### config.mk
export PLATFORM = sky130hd
export DESIGN_NAME = mprj_io_mux_flat
export DESIGN_NICKNAME = d
export VERILOG_FILES = /design/src/rtl/mprj_io_mux_pkg.sv /design/src/rtl/mprj_io_mux_if.sv /design/src/rtl/mprj_io_mux_wb_regs.sv /design/src/rtl/mprj_io_mux.sv /design/src/flat_wrapper.sv
export SDC_FILE = /design/constraint.sdc
export NUM_CORES = 1
export LEC_CHECK = 0
export CAP_MARGIN = 10
export CELL_PAD_IN_SITES_DETAIL_PLACEMENT = 2
export CELL_PAD_IN_SITES_GLOBAL_PLACEMENT = 2
export CORE_AREA = 2 2 262 264
export DETAILED_ROUTE_END_ITERATION = 7
export DIE_AREA = 0 0 264 266
export HOLD_SLACK_MARGIN = 0.03
export PLACE_DENSITY_LB_ADDON = 0.05
export SKIP_LAST_GASP = 1
export SLEW_MARGIN = 20
export SYNTH_ARGS = -nofsm -noshare
export SYNTH_HDL_FRONTEND = slang
export SYNTH_SLANG_ARGS = --single-unit
### constraint.sdc
create_clock -name wb_clk_i -period 9.1 [get_ports wb_clk_i]
set_input_delay 0.91 -clock wb_clk_i [delete_from_list [all_inputs] [get_ports wb_clk_i]]
set_output_delay 0.91 -clock wb_clk_i [all_outputs]
set_load 0.05 [all_outputs]
### src/rtl/mprj_io_mux_pkg.sv
// mprj_io_mux_pkg
// Shared definitions for the pad arbiter: register offsets within the
// Wishbone window, the hand-over state encoding and STATUS field positions.
package mprj_io_mux_pkg;

   localparam logic [7:0] REG_SEL    = 8'h00;
   localparam logic [7:0] REG_CTRL   = 8'h04;
   localparam logic [7:0] REG_STATUS = 8'h08;

   typedef enum logic [1:0] {
      ST_OFF    = 2'd0,
      ST_ACTIVE = 2'd1,
      ST_DRAIN  = 2'd2
   } state_t;

   localparam int CTRL_EN_BIT      = 0;
   localparam int STATUS_STATE_LSB = 0;
   localparam int STATUS_OWNER_LSB = 8;
   localparam int STATUS_ERR_BIT   = 16;

endpackage

### src/rtl/mprj_io_mux_if.sv
// mprj_io_mux_if
// Wishbone classic slave bundle between the management SoC and the pad
// arbiter.
//   cyc, stb, we  : bus strobes (master -> slave)
//   sel           : byte enables, only bit 0 is honoured by the arbiter
//   adr, dat_w    : address and write data
//   ack, dat_r    : acknowledge and read data (slave -> master)
interface mprj_io_mux_if;
   logic        cyc;
   logic        stb;
   logic        we;
   logic [3:0]  sel;
   logic [31:0] adr;
   logic [31:0] dat_w;
   logic        ack;
   logic [31:0] dat_r;

   modport master (output cyc, stb, we, sel, adr, dat_w, input ack, dat_r);
   modport slave  (input cyc, stb, we, sel, adr, dat_w, output ack, dat_r);
endinterface

### src/rtl/mprj_io_mux_wb_regs.sv
// mprj_io_mux_wb_regs
// Wishbone decode, single-cycle ack and the SEL/CTRL/ERR registers.
//   clk, rst     : clock, async active-high reset
//   wb           : Wishbone slave bundle
//   state, owner : live FSM state and owner, reflected in STATUS
//   sel_q, en_q  : target owner and enable registers
//   sel_wr_stb   : one-cycle pulse in the ack cycle of a valid SEL write
module mprj_io_mux_wb_regs
   import mprj_io_mux_pkg::*;
#(
   parameter int          NUM_PROJ = 4,
   parameter logic [31:0] BASE_ADR = 32'h3000_0000,
   parameter int          SEL_W    = 2
) (
   input  logic             clk,
   input  logic             rst,
   mprj_io_mux_if.slave     wb,
   input  state_t           state,
   input  logic [SEL_W-1:0] owner,
   output logic [SEL_W-1:0] sel_q,
   output logic             en_q,
   output logic             sel_wr_stb
);

   logic        in_win;
   logic        req;
   logic        served;
   logic        acc;
   logic        wr;
   logic        sel_valid;
   logic        err_q;
   logic [31:0] status;
   logic [31:0] rd_data;
   logic        unused_sel;

   assign unused_sel = ^wb.sel[3:1];

   assign in_win    = (wb.adr[31:8] == BASE_ADR[31:8]);
   assign req       = wb.cyc & wb.stb & in_win;
   // served holds off a second ack until the strobe drops
   assign acc       = req & ~served;
   assign wr        = acc & wb.we & wb.sel[0];
   assign sel_valid = (wb.dat_w < 32'(NUM_PROJ));

   always_comb begin
      status = '0;
      status[STATUS_STATE_LSB +: 2]     = state;
      status[STATUS_OWNER_LSB +: SEL_W] = owner;
      status[STATUS_ERR_BIT]            = err_q;
      rd_data = '0;
      case (wb.adr[7:0])
         REG_SEL:    rd_data = 32'(sel_q);
         REG_CTRL:   rd_data[CTRL_EN_BIT] = en_q;
         REG_STATUS: rd_data = status;
         default:    rd_data = '0;
      endcase
   end

   always_ff @(posedge clk or posedge rst) begin
      if (rst) begin
         wb.ack     <= 1'b0;
         wb.dat_r   <= '0;
         served     <= 1'b0;
         sel_q      <= '0;
         en_q       <= 1'b0;
         err_q      <= 1'b0;
         sel_wr_stb <= 1'b0;
      end else begin
         wb.ack     <= acc;
         wb.dat_r   <= (acc & ~wb.we) ? rd_data : '0;
         served     <= req & (served | acc);
         sel_wr_stb <= 1'b0;
         if (wr) begin
            case (wb.adr[7:0])
               REG_SEL: begin
                  if (sel_valid) begin
                     sel_q      <= wb.dat_w[SEL_W-1:0];
                     sel_wr_stb <= 1'b1;
                  end else begin
                     err_q <= 1'b1;
                  end
               end
               REG_CTRL:   en_q  <= wb.dat_w[CTRL_EN_BIT];
               REG_STATUS: err_q <= 1'b0;
               default:    ;
            endcase
         end
      end
   end

endmodule

### src/rtl/mprj_io_mux.sv
// mprj_io_mux
// Wishbone-controlled pad arbiter: one of NUM_PROJ user projects owns the
// whole pad bank; ownership changes pass through a tristated guard window.
//   wb_clk_i, wb_rst_i        : clock, async active-high reset
//   wbs                       : Wishbone slave bundle (SEL/CTRL/STATUS)
//   io_in / io_out / io_oeb   : Caravel pad bank (outputs registered)
//   proj_io_in/out/oeb        : per-project pad slices, PAD_W bits each
//   proj_rst                  : per-project reset, only the owner released
//   user_irq                  : one-cycle pulse when a hand-over completes
//
// state  | meaning
// OFF    | pads tristate, every project held in reset, waiting for EN
// DRAIN  | pads tristate, all projects in reset, guard counter running
// ACTIVE | owner drives pads and sees io_in, owner out of reset
module mprj_io_mux
   import mprj_io_mux_pkg::*;
#(
   parameter int          NUM_PROJ     = 4,
   parameter int          PAD_W        = 38,
   parameter logic [31:0] BASE_ADR     = 32'h3000_0000,
   parameter int          GUARD_CYCLES = 4
) (
   input  logic                      wb_clk_i,
   input  logic                      wb_rst_i,
   mprj_io_mux_if.slave              wbs,
   input  logic [PAD_W-1:0]          io_in,
   output logic [PAD_W-1:0]          io_out,
   output logic [PAD_W-1:0]          io_oeb,
   output logic [NUM_PROJ*PAD_W-1:0] proj_io_in,
   input  logic [NUM_PROJ*PAD_W-1:0] proj_io_out,
   input  logic [NUM_PROJ*PAD_W-1:0] proj_io_oeb,
   output logic [NUM_PROJ-1:0]       proj_rst,
   output logic                      user_irq
);

   localparam int SEL_W = $clog2(NUM_PROJ);
   localparam int CNT_W = $clog2(GUARD_CYCLES + 1);
   localparam logic [CNT_W-1:0] CNT_LOAD = CNT_W'(GUARD_CYCLES - 1);

   state_t           state;
   logic [SEL_W-1:0] owner;
   logic [SEL_W-1:0] target;
   logic [SEL_W-1:0] sel_q;
   logic [CNT_W-1:0] cnt;
   logic             en_q;
   logic             sel_wr_stb;
   logic [PAD_W-1:0] mux_out;
   logic [PAD_W-1:0] mux_oeb;

   mprj_io_mux_wb_regs #(
      .NUM_PROJ (NUM_PROJ),
      .BASE_ADR (BASE_ADR),
      .SEL_W    (SEL_W)
   ) u_wb_regs (
      .clk        (wb_clk_i),
      .rst        (wb_rst_i),
      .wb         (wbs),
      .state      (state),
      .owner      (owner),
      .sel_q      (sel_q),
      .en_q       (en_q),
      .sel_wr_stb (sel_wr_stb)
   );

   // Guard counter counts down from GUARD_CYCLES-1; terminal count is zero.
   always_ff @(posedge wb_clk_i or posedge wb_rst_i) begin
      if (wb_rst_i) begin
         state    <= ST_OFF;
         owner    <= '0;
         target   <= '0;
         cnt      <= '0;
         proj_rst <= '1;
         user_irq <= 1'b0;
      end else begin
         user_irq <= 1'b0;
         case (state)
            ST_OFF: begin
               if (en_q) begin
                  state  <= ST_DRAIN;
                  target <= sel_q;
                  cnt    <= CNT_LOAD;
               end
            end
            ST_ACTIVE: begin
               if (!en_q) begin
                  state    <= ST_OFF;
                  proj_rst <= '1;
               end else if (sel_wr_stb && (sel_q != owner)) begin
                  state    <= ST_DRAIN;
                  target   <= sel_q;
                  cnt      <= CNT_LOAD;
                  proj_rst <= '1;
               end
            end
            ST_DRAIN: begin
               if (!en_q) begin
                  state <= ST_OFF;
               end else if (sel_wr_stb) begin
                  target <= sel_q;
                  cnt    <= CNT_LOAD;
               end else if (cnt == '0) begin
                  state    <= ST_ACTIVE;
                  owner    <= target;
                  proj_rst <= ~(NUM_PROJ'(1) << target);
                  user_irq <= 1'b1;
               end else begin
                  cnt <= cnt - 1'b1;
               end
            end
            default: begin
               state    <= ST_OFF;
               proj_rst <= '1;
            end
         endcase
      end
   end

   always_comb begin
      mux_out    = '0;
      mux_oeb    = '1;
      proj_io_in = '0;
      for (int p = 0; p < NUM_PROJ; p++) begin
         if (owner == SEL_W'(p)) begin
            mux_out = proj_io_out[p*PAD_W +: PAD_W];
            mux_oeb = proj_io_oeb[p*PAD_W +: PAD_W];
            if (state == ST_ACTIVE) begin
               proj_io_in[p*PAD_W +: PAD_W] = io_in;
            end
         end
      end
   end

   // Pads follow the registered state, so a new owner only reaches the
   // pads once it has spent a full cycle out of reset.
   always_ff @(posedge wb_clk_i or posedge wb_rst_i) begin
      if (wb_rst_i) begin
         io_out <= '0;
         io_oeb <= '1;
      end else if (state == ST_ACTIVE) begin
         io_out <= mux_out;
         io_oeb <= mux_oeb;
      end else begin
         io_out <= '0;
         io_oeb <= '1;
      end
   end

endmodule
### src/flat_wrapper.sv
// flat-port wrapper written by rule: the top's interface ports become plain ports
module mprj_io_mux_flat import mprj_io_mux_pkg::*;
#(
   parameter int          NUM_PROJ     = 4,
   parameter int          PAD_W        = 38,
   parameter logic [31:0] BASE_ADR     = 32'h3000_0000,
   parameter int          GUARD_CYCLES = 4
)
  (wb_clk_i, wb_rst_i, io_in, io_out, io_oeb, proj_io_in, proj_io_out, proj_io_oeb, proj_rst, user_irq, wbs_cyc, wbs_stb, wbs_we, wbs_sel, wbs_adr, wbs_dat_w, wbs_ack, wbs_dat_r);
  mprj_io_mux_if wbs_i ();
  input  logic wb_clk_i;
  input  logic wb_rst_i;
  input  logic [PAD_W-1:0] io_in;
  output logic [PAD_W-1:0] io_out;
  output logic [PAD_W-1:0] io_oeb;
  output logic [NUM_PROJ*PAD_W-1:0] proj_io_in;
  input  logic [NUM_PROJ*PAD_W-1:0] proj_io_out;
  input  logic [NUM_PROJ*PAD_W-1:0] proj_io_oeb;
  output logic [NUM_PROJ-1:0] proj_rst;
  output logic user_irq;
  input wire logic [$bits(wbs_i.cyc)-1:0] wbs_cyc;
  input wire logic [$bits(wbs_i.stb)-1:0] wbs_stb;
  input wire logic [$bits(wbs_i.we)-1:0] wbs_we;
  input wire logic [$bits(wbs_i.sel)-1:0] wbs_sel;
  input wire logic [$bits(wbs_i.adr)-1:0] wbs_adr;
  input wire logic [$bits(wbs_i.dat_w)-1:0] wbs_dat_w;
  output wire logic [$bits(wbs_i.ack)-1:0] wbs_ack;
  output wire logic [$bits(wbs_i.dat_r)-1:0] wbs_dat_r;
  assign wbs_i.cyc = wbs_cyc;
  assign wbs_i.stb = wbs_stb;
  assign wbs_i.we = wbs_we;
  assign wbs_i.sel = wbs_sel;
  assign wbs_i.adr = wbs_adr;
  assign wbs_i.dat_w = wbs_dat_w;
  assign wbs_ack = wbs_i.ack;
  assign wbs_dat_r = wbs_i.dat_r;
  mprj_io_mux #(.NUM_PROJ(NUM_PROJ), .PAD_W(PAD_W), .BASE_ADR(BASE_ADR), .GUARD_CYCLES(GUARD_CYCLES)) u_core (.wb_clk_i(wb_clk_i), .wb_rst_i(wb_rst_i), .wbs(wbs_i), .io_in(io_in), .io_out(io_out), .io_oeb(io_oeb), .proj_io_in(proj_io_in), .proj_io_out(proj_io_out), .proj_io_oeb(proj_io_oeb), .proj_rst(proj_rst), .user_irq(user_irq));
endmodule
==> out/qor.csv, run 1 <==
metric,value,unit
status,"finished, final reports clean",
ys flop type,dfrtp_1,
synthesized flop and latch total,102,
Final nets,1667,
Post-CTS Setup Bufs,0,
setup TNS,0,ns
hold-fix buffers at CTS,0,
"Clk pin slew, worst setup/hold paths",0.08,ns
core area,67750,sq um
Ys Warns,0,
Synth Cell Area,6646,sq um
crit-path max FO,55,
global-route wire length before repair,70.66,mm
DR iter-0 viols,230,
clock root buffer,clkbuf_16,
vias in the first global route,8288,
Fmax,252.0,MHz
largest net degree at the start of global routing,62,
syn avg cell area,10.55,sq um
Die Y,266,microns
share of layout cells above drive strength 1,13.23,%
actual slew at the worst max-slew pin,0.8965,ns
chip width,264,microns
antenna violations before repair,7,
Port-buffer cells,650,
RSZ-0062 raised after global routing,no,
Vias,7580,
register area share after synthesis,39.19,%
Slew Limit Fails,0,
VDD IR max,0.00007116,V
row count,96,
H-tree Lvls,3,
Layout Skew,0.009810,ns
Routed WL,52.01,mm
Critical R2R Launch,u_core.owner[0]$_DFFE_PP0P_,
Final Hold Fails,0,
fin util,21.26,%
crit end category,output port,
Worst EP arrival,3.06,ns
post-route cell area,14400,sq um
Final period util,43.61,%
Clock Path Buffers,2,
Crit Path Class,reg2out,
Detail Placement HPWL,42.32,mm
TritonCTS clock tree,built,
asr flop ratio synth,100.0,%
Post-CTS Resized,0,
Num CTS Buffers,9,
Overall Global Routing Usage,14.38,%
wire per inst,24.24,microns
Post-synth EDFFs,0,
Setup crit start kind,register,
later-pin clock latency in the skew report,0.37,ns
Max-cap violations,0,
area delta synth->final,116.7,%
power density cells,81.71,nW/um^2
placed instance area,14040,sq um
final routed DRC violation total,0,
clock sinks,102,
Initial Util,9.811,%
Layout Cells excl Fill,2146,
leak pwr,4.967,nW
Yosys cell types,41,
Die ar.,70220,sq um
Initial DRT Pass Iterations,4,
Worst slew margin,40.23,%
GPL Wtd Cong,0.7592,
critical path startpoint,u_core.state[0]$_DFFE_PP0P_,
DR vias/cell,3.532,
Tmin final,3.968,ns
Finish-stage setup viols,0,
total gr overflow,0,
io pins,681,
post-route ant nets,0,
Inst Count DP,2121,
min-delay src,u_core.cnt[1]$_DFFE_PP0P_,
data required time of the critical path,8.19,ns
Hold Crit Class,reg2reg,
Post-Syn Instances,630,
registers in the layout (all words and copies together) (netlist names):
| name | count |
|---|---|
| u_core.io_oeb | 38 |
| u_core.user_irq | 1 |
| u_core.u_wb_regs.sel_wr_stb | 1 |
| u_core.target | 2 |
| u_core.io_out | 38 |
| u_core.u_wb_regs.wb.dat_r | 5 |
| u_core.cnt | 3 |
| u_core.proj_rst | 4 |
| u_core.u_wb_regs.err_q | 1 |
| u_core.u_wb_regs.sel_q | 2 |
| u_core.u_wb_regs.en_q | 1 |
| u_core.u_wb_regs.served | 1 |
| u_core.state | 2 |
| u_core.owner | 2 |
| u_core.u_wb_regs.wb.ack | 1 |
path summary, 6_finish.rpt:
path	endpoint	slack, ns	depth (start not counted)
min in group asynchronous	u_core.io_out[11]$_DFF_PP0_	1.03	2
worst max-delay path	proj_io_in[44]	5.13	5
worst min-delay path	u_core.cnt[1]$_DFFE_PP0P_	0.51	1
worst min register to register	u_core.cnt[1]$_DFFE_PP0P_	0.51	1
max in group asynchronous	u_core.owner[0]$_DFFE_PP0P_	6.73	3
worst max register to register	u_core.io_out[6]$_DFF_PP0_	6.12	4
kinds of logic (layout without fill, tap and decap cells):
logic type / Yosys count / after routing / share of synthesized area, %
buf+inv: 87 / 686 / 6.721
fa+ha+maj: 2 / 2 / 0.3764
mux: 91 / 91 / 28.31
other cells: 1 / 36 / 0.05642
flops: 102 / 102 / 39.19
compound gates: 13 / 13 / 1.148
xor+xnor: 2 / 2 / 0.2636
simple gates: 332 / 332 / 23.93
critical path, stage by stage, from the launching register on:
cell and delay (ns):
dfrtp_1 0.54, nor2b_4 0.20, buf_4 0.56, nand2_1 0.24, nor2_1 0.14, clkdlybuf4s50_1 0.90
layer usage:
layer | vias up | track usage, % | wire [microns]
li1 | 3369 | - | -
met1 | 3910 | 14.68 | 17920
met2 | 270 | 28.71 | 29950
met3 | 23 | 4.677 | 3723
met4 | 8 | 1.950 | 368
met5 | - | 0 | 51
cells in the mapped netlist (all sizes together) (2+ instances only):
library cell	instances	area share (%)
a21oi	4	0.30
a22o	2	0.26
and2	38	3.6
and3	3	0.30
buf	51	4.7
clkbuf	26	1.5
dfrtp	60	23
dfstp	42	17
ha	2	0.38
inv	10	0.56
mux2	13	2.3
mux2i	2	0.30
mux4	76	26
nand2	49	2.8
nand2b	40	3.8
nand3	3	0.30
nand3b	2	0.23
nand4	5	0.47
nand4b	2	0.26
nor2	166	9.4
nor2b	2	0.19
nor3	4	0.30
nor4	12	1.5
o21ai	5	0.38
xor2	2	0.26
through the flow:
step / total power [mW] / setup WS [ns] / hold WS (ns)
finish: 1.177 / 5.132 / 0.5128
global route: 1.244 / 4.845 / 0.5292
CTS: 1.218 / 4.953 / 0.5197
detailed placement: 0.7138 / 5.403 / 0.5003
global placement: 0.7113 / 5.398 / 0.5006
floorplan: 0.5307 / 5.584 / 0.4735
cells in the final DEF, fill, tap and decap left out, drive strengths merged, types with 11 or more instances in the layout:
cell type,count
nor2,166
dfrtp,60
dfstp,42
nand2,49
clkdlybuf4s50,650
mux4,76
mux2,13
clkbuf,11
nand2b,40
and2,38
conb,27
nor4,12
power breakdown:
group          internal (mW)  total, mW  leakage, nW  switching [mW]
Sequential             0.454      0.454         1.28  0.000000000408
Combinational          0.179      0.250         3.53          0.0710
Clock                  0.271      0.473        0.164           0.202
final cells by class:
type,count,area (sq um)
Fill cell,7626,53340
Clock inverter,5,107.6
Timing Repair Buffer,660,6581
Antenna cell,9,22.52
Sequential cell,102,2613
Tap cell,882,1104
Multi-Input combinational cell,467,3700
Clock buffer,11,232.7
Inverter,10,40.04
(Power assumes the default switching activity.)
==> run 2: changes to the inputs <==
clock period = 3.9 ns   (was 9.1 ns; I/O delays follow)
==> run 2 against run 1 <==
- cell count hardly changed
- sequential power is 130% higher
- clock-buffer cell count stayed put
- die area stayed put
==> out/qor.csv, run 2 (synthesis results as in run 1) <==
metric,value,unit,change
leak pwr,4.967,nW,about the same
Tot Pwr,2.624,mW,+120%
io pins,681,,unchanged
chip width,264,microns,unchanged
RSZ-0062 raised after global routing,no,,
Final Worst Setup Slack,0.7770,ns,-4.355 ns
total gr overflow,0,,unchanged
Crit Path Class,reg2out,,
H-tree Lvls,3,,unchanged
Final Hold Fails,0,,unchanged
pre-CTS setup slack,1.050,ns,-4.354 ns
Slew Limit Fails,0,,unchanged
fin util,21.24,%,about the same
crit-path max FO,38,,-31%
Layout Skew,0.01174,ns,+0.001928 ns
most frequent cells in the layout,"clkdlybuf4s50_1, nor2_1, mux4_2",,
vias in the first global route,8357,,+0.83%
critical path startpoint,u_core.owner[1]$_DFFE_PP0P_,,
Die Y,266,microns,unchanged
post-route ant nets,0,,unchanged
clock sinks,102,,unchanged
row count,96,,unchanged
worst r2r dst,u_core.cnt[0]$_DFFE_PP0P_,,
antenna violations before repair,17,,+10
Vias,7623,,+0.57%
status,"finished, final reports clean",,
later-pin clock latency in the skew report,0.38,ns,about the same
global-route wire length before repair,71.55,mm,+1.3%
critical path's largest stage delay,0.76,ns,-0.14 ns
Max-cap violations,0,,unchanged
share of layout cells above drive strength 1,13.30,%,+0.069 points
wire per inst,24.47,microns,+0.97%
Crit-path slowest cell,clkdlybuf4s50_1,,
Final period util,80.08,%,
Initial DRT Pass Iterations,4,,unchanged
"Clk pin slew, worst setup/hold paths",0.09,ns,about the same
clock root buffer,clkbuf_16,,
Routed WL,52.49,mm,+0.92%
Critical R2R Launch,u_core.owner[1]$_DFFE_PP0P_,,
final routed DRC violation total,0,,unchanged
Final nets,1668,,+0.060%
share of power burned in registers,40.4,%,+1.8 points
Num CTS Buffers,9,,unchanged
Die ar.,70220,sq um,unchanged
Setup crit start kind,register,,
actual slew at the worst max-slew pin,0.8814,ns,-0.01512 ns
Tmin final,3.123,ns,
largest net degree at the start of global routing,63,,+1.6%
Clock power frac,37.4,%,-2.8 points
cells on worst reg2reg path,5,,+1
Finish-stage setup viols,0,,unchanged
core area,67750,sq um,unchanged
hold-fix buffers at CTS,0,,unchanged
Clock Path Buffers,2,,unchanged
"most common cell after layout, fill and taps aside",clkdlybuf4s50_1,,
data required time of the critical path,3.51,ns,-4.68 ns
Post-CTS Setup Bufs,0,,unchanged
TritonCTS clock tree,built,,
crit end category,output port,,
Worst EP arrival,2.73,ns,-0.33 ns
power density cells,182.3,nW/um^2,+120%
Worst slew margin,41.24,%,+1.0 points
Sw Ratio,24.51,%,+1.3 points
Post-CTS Resized,0,,unchanged
Overall Global Routing Usage,14.54,%,+0.16 points
combinational share of power,22.3,%,+1.1 points
Regs by FF count,"u_core.io_oeb (38), u_core.io_out (38), u_core.u_wb_regs.wb.dat_r (5)",,
Hold Crit Class,in2async,,
Port-buffer cells,650,,unchanged
internal power,1.981,mW,+120%
Sw Pwr,643.1,uW,+140%
crit-path cells,inv_1 > nand2_1 > buf_4 > nor2_1 > clkdlybuf4s50_1,,
GPL Wtd Cong,0.7433,,-2.1%
Detail Placement HPWL,43.02,mm,+1.7%
Initial Util,9.811,%,unchanged
DR iter-0 viols,264,,+15%
Worst R2R Setup Slack,1.58,ns,-4.54 ns
setup TNS,0,ns,unchanged
VDD IR max,0.0001564,V,+120%
DR vias/cell,3.554,,+0.61%
Critical Path Sink,proj_io_in[75],,
Fmax,320.2,MHz,
area delta synth->final,116.5,%,about the same
[run 2: critical path: cells and delay by family (launching register included)]
| family | cells | cell delay [ns] |
|---|---|---|
| buffers and inverters | 3 | 1.35 |
| flip-flops | 1 | 0.75 |
| AND/OR/NAND/NOR | 2 | 0.21 |
[run 2: per-stage QoR]
| stage | hold WS [ns] | std cells | area [sq um] |
|---|---|---|---|
| after floorplan | 0.4599 | 656 | 6744 |
| after global placement | 0.4942 | 2122 | 14080 |
| after detailed placement | 0.5206 | 2122 | 14080 |
| after CTS | 0.5399 | 2138 | 14370 |
| after global routing | 0.5612 | 2143 | 14390 |
| final | 0.5065 | 2145 | 14390 |
[run 2: how the worst min path moves through the flow]
stage,start,endpoint
floorplan,wbs_adr[2],u_core.u_wb_regs.wb.dat_r[1]$_DFF_PP0_
global placement,u_core.cnt[1]$_DFFE_PP0P_,u_core.cnt[1]$_DFFE_PP0P_
detailed placement,u_core.cnt[1]$_DFFE_PP0P_,u_core.cnt[1]$_DFFE_PP0P_
CTS,wb_rst_i,u_core.io_out[2]$_DFF_PP0_
global route,wb_rst_i,u_core.io_out[11]$_DFF_PP0_
finish,wb_rst_i,u_core.io_out[2]$_DFF_PP0_
[run 2: layer usage]
layer | global-route usage, % | vias to the layer above | part of all wire [%]
li1 | - | 3357 | -
met1 | 14.98 | 3920 | 35
met2 | 28.36 | 287 | 56
met3 | 4.963 | 43 | 7.2
met4 | 2.657 | 16 | 1.4
met5 | 0 | - | 0.18
[run 2: layout make-up]
type,instances,area (sq um)
Tap cell,882,1104
Inverter,10,40.04
Clock inverter,5,58.81
Timing Repair Buffer,661,6626
Multi-Input combinational cell,467,3700
Antenna cell,7,17.52
Sequential cell,102,2613
Fill cell,7635,53350
Clock buffer,11,232.7
[run 2: power by group through the flow]
stage                     clock network [mW]  registers [mW]  logic (mW)
final                                  0.980            1.06       0.585
after global placement                     0            1.08       0.583
after global routing                    1.09            1.06       0.623
after floorplan                            0            1.08       0.160
after CTS                               1.07            1.06       0.595
after detailed placement                   0            1.08       0.590
